<file path="config.mk">
export PLATFORM = sky130hd
export DESIGN_NAME = animation_recorder
export DESIGN_NICKNAME = d
export VERILOG_FILES = /design/src/rtl/animation_recorder.sv
export SDC_FILE = /design/constraint.sdc
export NUM_CORES = 1
export LEC_CHECK = 0
export CORE_MARGIN = 4
export CORE_UTILIZATION = 55
export CTS_CLUSTER_DIAMETER = 120
export DETAILED_ROUTE_END_ITERATION = 8
export HOLD_SLACK_MARGIN = 0.06
export PLACE_DENSITY = 0.79
export SLEW_MARGIN = 20
export SYNTH_ARGS = -nofsm -noshare
export SYNTH_HDL_FRONTEND = slang
export SYNTH_SLANG_ARGS = --single-unit
</file>
<file path="constraint.sdc">
create_clock -name CLK -period 2.8 [get_ports CLK]
set_clock_uncertainty 0.05 [all_clocks]
set_input_delay 0.28 -clock CLK [delete_from_list [all_inputs] [get_ports CLK]]
set_output_delay 0.28 -clock CLK [all_outputs]
set_load 0.05 [all_outputs]
</file>
<file path="src/rtl/animation_recorder.sv">
// -----------------------------------------------------------------------------
// animation_recorder
//
// Purpose:
//   Writer side of the LED animation path. The user composes WIDTH-bit frames
//   with debounced push buttons, appends them to an on-chip frame RAM, and
//   replays the stored frames on the LED header at the animation tick rate.
//
// Ports:
//   CLK          in   system clock
//   RST_N        in   asynchronous active-low reset
//   ani_tick     in   one-cycle enable pulse at frame rate
//   btn_cursor   in   debounced level, advance edit cursor
//   btn_toggle   in   debounced level, flip bit under cursor
//   btn_save     in   debounced level, append edit buffer to RAM
//   btn_clear    in   debounced level, erase recording
//   btn_mode     in   debounced level, toggle EDIT/PLAY
//   leds         out  LED drive, bit WIDTH-1 = leftmost
//   cursor       out  current edit bit index
//   frame_count  out  number of stored frames
//   playing      out  1 while in PLAY
//   full         out  frame_count == DEPTH
//
// Optional feature:
//   ANIMATION_RECORDER_CURSOR_BLINK_EN - when defined, the bit under the cursor
//   blinks in EDIT (inverted on every other ani_tick).
// -----------------------------------------------------------------------------
module animation_recorder #(
    parameter int WIDTH  = 10,
    parameter int DEPTH  = 20,
    parameter int ADDR_W = 5
) (
    input  logic              CLK,
    input  logic              RST_N,
    input  logic              ani_tick,
    input  logic              btn_cursor,
    input  logic              btn_toggle,
    input  logic              btn_save,
    input  logic              btn_clear,
    input  logic              btn_mode,
    output logic [WIDTH-1:0]  leds,
    output logic [ADDR_W-1:0] cursor,
    output logic [ADDR_W-1:0] frame_count,
    output logic              playing,
    output logic              full
);

    localparam logic [ADDR_W-1:0] LP_DEPTH    = ADDR_W'(DEPTH);
    localparam logic [ADDR_W-1:0] LP_LAST_BIT = ADDR_W'(WIDTH - 1);
    localparam logic [ADDR_W-1:0] LP_ONE      = ADDR_W'(1);

    typedef enum logic {
        S_EDIT = 1'b0,
        S_PLAY = 1'b1
    } state_t;

    state_t             r_state;
    state_t             w_state_nxt;

    logic [4:0]         w_btn;
    logic [4:0]         r_sync1;
    logic [4:0]         r_sync2;
    logic [4:0]         r_sync3;
    logic [4:0]         w_ev;
    logic               w_ev_clr;
    logic               w_ev_mode;
    logic               w_ev_save;
    logic               w_ev_tog;
    logic               w_ev_cur;

    logic [WIDTH-1:0]   r_buf;
    logic [WIDTH-1:0]   w_buf_nxt;
    logic [ADDR_W-1:0]  r_cursor;
    logic [ADDR_W-1:0]  w_cursor_nxt;
    logic [ADDR_W-1:0]  r_count;
    logic [ADDR_W-1:0]  w_count_nxt;
    logic [ADDR_W-1:0]  r_rd_ptr;
    logic [ADDR_W-1:0]  w_rd_ptr_nxt;
    logic               w_we;

    logic [WIDTH-1:0]   r_ram [0:DEPTH-1];
    logic [WIDTH-1:0]   r_rd_data;
    logic [WIDTH-1:0]   r_leds;
    logic [WIDTH-1:0]   w_blink_mask;
    logic               r_playing;
    logic               r_full;

    // Bit order inside the event vector sets the priority: higher index wins.
    assign w_btn = {btn_clear, btn_mode, btn_save, btn_toggle, btn_cursor};

    always_ff @(posedge CLK or negedge RST_N) begin
        if (!RST_N) begin
            r_sync1 <= '0;
            r_sync2 <= '0;
            r_sync3 <= '0;
        end else begin
            r_sync1 <= w_btn;
            r_sync2 <= r_sync1;
            r_sync3 <= r_sync2;
        end
    end

    // Rising edge of the synchronized level; a held button yields one event.
    assign w_ev      = r_sync2 & ~r_sync3;
    assign w_ev_clr  = w_ev[4];
    assign w_ev_mode = w_ev[3] & ~w_ev[4];
    assign w_ev_save = w_ev[2] & ~(|w_ev[4:3]);
    assign w_ev_tog  = w_ev[1] & ~(|w_ev[4:2]);
    assign w_ev_cur  = w_ev[0] & ~(|w_ev[4:1]);

    always_ff @(posedge CLK or negedge RST_N) begin
        if (!RST_N) begin
            r_state <= S_EDIT;
        end else begin
            r_state <= w_state_nxt;
        end
    end

    always_comb begin
        w_state_nxt  = r_state;
        w_buf_nxt    = r_buf;
        w_cursor_nxt = r_cursor;
        w_count_nxt  = r_count;
        w_rd_ptr_nxt = r_rd_ptr;
        w_we         = 1'b0;
        case (r_state)
            S_EDIT: begin
                if (w_ev_clr) begin
                    w_buf_nxt    = '0;
                    w_cursor_nxt = '0;
                    w_count_nxt  = '0;
                end else if (w_ev_mode) begin
                    if (r_count != '0) begin
                        w_state_nxt  = S_PLAY;
                        w_rd_ptr_nxt = '0;
                    end
                end else if (w_ev_save) begin
                    if (r_count < LP_DEPTH) begin
                        w_we        = 1'b1;
                        w_count_nxt = r_count + LP_ONE;
                    end
                end else if (w_ev_tog) begin
                    w_buf_nxt = r_buf ^ (WIDTH'(1) << r_cursor);
                end else if (w_ev_cur) begin
                    w_cursor_nxt = (r_cursor == LP_LAST_BIT) ? '0 : r_cursor + LP_ONE;
                end
            end
            S_PLAY: begin
                if (w_ev_clr) begin
                    w_state_nxt  = S_EDIT;
                    w_buf_nxt    = '0;
                    w_cursor_nxt = '0;
                    w_count_nxt  = '0;
                end else if (w_ev_mode) begin
                    w_state_nxt = S_EDIT;
                end else if (ani_tick) begin
                    w_rd_ptr_nxt = (r_rd_ptr == r_count - LP_ONE) ? '0 : r_rd_ptr + LP_ONE;
                end
            end
            default: w_state_nxt = S_EDIT;
        endcase
    end

    always_ff @(posedge CLK or negedge RST_N) begin
        if (!RST_N) begin
            r_buf     <= '0;
            r_cursor  <= '0;
            r_count   <= '0;
            r_rd_ptr  <= '0;
            r_playing <= 1'b0;
            r_full    <= 1'b0;
        end else begin
            r_buf     <= w_buf_nxt;
            r_cursor  <= w_cursor_nxt;
            r_count   <= w_count_nxt;
            r_rd_ptr  <= w_rd_ptr_nxt;
            // Flags follow the next state so they line up with state/count.
            r_playing <= (w_state_nxt == S_PLAY);
            r_full    <= (w_count_nxt == LP_DEPTH);
        end
    end

    // Frame RAM. Read address is the next pointer so the read data is aligned
    // with r_rd_ptr, and the first frame is ready the cycle after PLAY entry.
    always_ff @(posedge CLK) begin
        if (w_we) begin
            r_ram[r_count] <= r_buf;
        end
        r_rd_data <= r_ram[w_rd_ptr_nxt];
    end

`ifdef ANIMATION_RECORDER_CURSOR_BLINK_EN
    logic r_blink;

    always_ff @(posedge CLK or negedge RST_N) begin
        if (!RST_N) begin
            r_blink <= 1'b0;
        end else if (r_state == S_PLAY && w_state_nxt == S_EDIT) begin
            r_blink <= 1'b0;
        end else if (ani_tick) begin
            r_blink <= ~r_blink;
        end
    end

    assign w_blink_mask = r_blink ? (WIDTH'(1) << r_cursor) : '0;
`else
    assign w_blink_mask = '0;
`endif

    always_ff @(posedge CLK or negedge RST_N) begin
        if (!RST_N) begin
            r_leds <= '0;
        end else if (r_state == S_PLAY) begin
            r_leds <= r_rd_data;
        end else begin
            r_leds <= r_buf ^ w_blink_mask;
        end
    end

    assign leds        = r_leds;
    assign cursor      = r_cursor;
    assign frame_count = r_count;
    assign playing     = r_playing;
    assign full        = r_full;

endmodule

</file>
==> run_results.csv <==
group,metric,value,unit
yosys,ys_async_sr_fraction,19.8,%
routing,drc,0,
routing,vias,7101,
routing,maxUsedRoutingLayer,"met4",
yosys,ys_ff_latch,262,
placed_design,gp_congestion,0.908,
critical_path,critPathKind,"reg2reg",
critical_path,worst_ep_required_time,3.16,ns
timing,setup_viol,3,
timing,worst_pin_slew,1.01,ns
yosys,avgSynthCellArea,13.1,µm²
global_routing,grt_pass1_wl,37800,µm
min_path,hp-class,"in2async",
final_layout,fin_util,69.2,%
timing,timing.final.crit_share,101,%
floorplanning,num_rows,50,
timing,fmax,354,MHz
cts,cts_buffers,26,
routing,m1WireLength,10000,µm
floorplanning,ioPinCount,30,
final_layout,fin_area,13000,µm²
yosys,yosysMostFrequentCell,"edfxtp_1",
routing,vias_per_cell,6.15,
yosys,yosys_warnings,0,
yosys,syn-num-nets,822,
routing,first_pass_iters,6,
critical_path,endpoint_kind,"flip-flop",
critical_path,crit_path_start_kind,"flip-flop",
global_routing,grt_overflow,0,
critical_path,rrSetupSlack,-0.03,ns
status,status,"complete, but fails checks",
yosys,synth_top_area_share,57.1,%
yosys,synth_edf_count,200,
yosys,synth_flop_cell,"edfxtp_1",
floorplanning,fp.dieH,146,µm
routing,postRouteAntennaNets,0,
global_routing,antenna_found_initial,0,
final_layout,drive_above_1_share,22.4,%
timing,fin_ws,-0.0288,ns
floorplanning,design.die.area,21400,µm²
pwr,vdd_drop_max,0.716,mV
timing,fin_crit,2.83,ns
run,maxCapViolCount,0,
global_routing,grtUsageTotal,22.5,%
critical_path,worstPathMaxFanout,19,
cts,cts_buffer_depth,3,
timing,rsz0062_at_grt,"true",
placed_design,dp.cells,1097,
pwr,powerDensity,924,nW/µm²
routing,wl_met3,2230,µm
critical_path,r2r_cells,11,
routing,wl_per_cell,22.5,µm
critical_path,worstPathArrival,3.19,ns
status,violations,"setup timing",
yosys,synth_cell_types,50,
routing,drt-initial-drc-count,791,
placed_design,post_dp_cell_area,11600,µm²
yosys,synthCells,803,
cts,clk_latency,0.54,ns
final_layout,area.growth.synth_to_final,23.5,%
timing,maxSlewHeadroom,32.5,%
cts,cts_tree,"done",
cts,path_clk_slew,0.06,ns
yosys,syn_area,10500,µm²
final_layout,antenna_cells,0,
cts,cts_root_buf,"clkbuf_16",
cts,cts_num_sinks,262,
global_routing,first_global_vias,6758,
timing,hold_viol,0,
timing,fin_tns_setup,-0.0510,ns
final_layout,nNetsFinal,919,
placed_design,io_buffers,29,
timing,timing.final.max_slew_violations,0,
final_layout,instances_no_fill,1154,
placed_design,hpwl,15300,µm
global_routing,grt_max_degree,27,
floorplanning,dieWidth,146,µm
routing,drt-total-wl,26000,µm
yosys,ys_top_cells_by_count,"edfxtp_1 (200), nand2_1 (155), nand3_1 (56), a21oi_1 (52), dfrtp_1 (52)",
yosys,synth.largest_area_cell,"edfxtp_1",
floorplanning,start_util,56.0,%
routing,dr_wl_met2,12600,µm
yosys,seq_area_frac_synth,71.4,%
yosys,yosys-top-cells-area,"edfxtp_1 (57%), dfrtp_1 (12%), nand2_1 (5.5%)",
final_layout,fillers,1172,
pwr,finalPower,12.0,mW
cts,h-tree-depth,1,
pwr,leakage,4.73,nW
floorplanning,fp.coreArea,18800,µm²
## where the power goes
| part | leakage [nW] | switching (mW) | internal (mW) | total (mW) |
|---|---|---|---|---|
| clock network | 0.409 | 1.42 | 1.96 | 3.37 |
| logic | 1.75 | 2.05 | 1.52 | 3.57 |
| registers | 2.57 | 0.442 | 4.61 | 5.05 |
## critical path, cell delays in order (launching register included)
cell and delay [ns]:
dfrtp_1 0.44, nor2b_1 0.16, or3_4 0.39, a311oi_2 0.36
o21a_2 0.26, inv_2 0.08, buf_12 0.15, buf_6 0.17
nand2_1 0.09, a22oi_1 0.12, a221oi_2 0.31, a22oi_1 0.09
## cells by family (layout without fill, tap and decap cells)
logic type / after synthesis / count (layout) / synth area share (%)
simple gates: 299 / 299 / 12.9
flops: 262 / 262 / 71.4
fa+ha+maj: 11 / 11 / 1.31
compound gates: 137 / 137 / 8.82
xor+xnor: 18 / 18 / 1.50
buf+inv: 56 / 173 / 2.12
mux: 20 / 20 / 2.02
## metal layers
layer | track usage (%) | up-vias
met5 | 0 | -
met4 | 7.43 | 0
met3 | 4.10 | 82
met2 | 36.9 | 364
met1 | 31.0 | 3498
li1 | - | 3157
## final cells by class
class,instances,area [µm²],share of cell area [%]
clock buffer,33,701,5.39
clock inverter,15,136,1.05
inverter,10,40.0,0.308
multi-input combinational,485,3180,24.5
sequential,262,7510,57.8
tap,234,293,2.25
timing repair buffer,115,1120,8.65
## state kept, by name, summed over array words and instances, names as in the netlist, 10 cells and up
| signal | cells |
|---|---|
| r_ram | 200 |
| r_rd_data | 10 |
| r_buf | 10 |
| leds | 10 |
## per-stage QoR
| step | setup slack, ns | hold slack (ns) |
|---|---|---|
| after global routing | -0.143 | 0.127 |
| after global placement | 0.0192 | 0.165 |
| final | -0.0288 | 0.144 |
| after detailed placement | -0.156 | 0.169 |
| after floorplan | 0.00655 | -0.0656 |
| after CTS | 0.00795 | 0.134 |
## repair_timing
| action | 4_1_cts | 5_1_grt |
|---|---|---|
| buffers inserted | 1 | 6 |
| hold buffers | 1 | 0 |
| hold endpoints to repair | 52 | 0 |
| cloned | 0 | 2 |
| setup endpoints to repair | 10 | 10 |
| gates resized for setup | 17 | 62 |
| pin swaps | 3 | 26 |
## final timing paths
kind                             startpoint              to
worst max-delay path            r_rd_ptr[2]    r_rd_data[0]
worst min-delay path                  RST_N         leds[8]
worst max register to register  r_rd_ptr[2]    r_rd_data[0]
worst min register to register   r_sync1[1]      r_sync2[1]
max in group asynchronous             RST_N  frame_count[2]
min in group CLK                   btn_save      r_sync1[2]
## cells in the final DEF, fill, tap and decap left out, types with 9 or more instances in the layout
cell type        Yosys  layout
xor2_1              12      11
buf_4                0      66
mux2i_1             10      10
nor2_1              33      32
dfxtp_1             10      10
edfxtp_1           200     200
clkdlybuf4s50_1      0      28
mux2_2              10      10
nor2b_1             11       9
nand3_1             56      54
a22oi_2              0      15
ha_1                11      10
a22oi_1             40      25
a21oi_1             52      45
dfrtp_1             52      48
clkbuf_16            0      28
nand2_1            155     154
buf_12               0      10
Power figures use the tool's default switching activity.
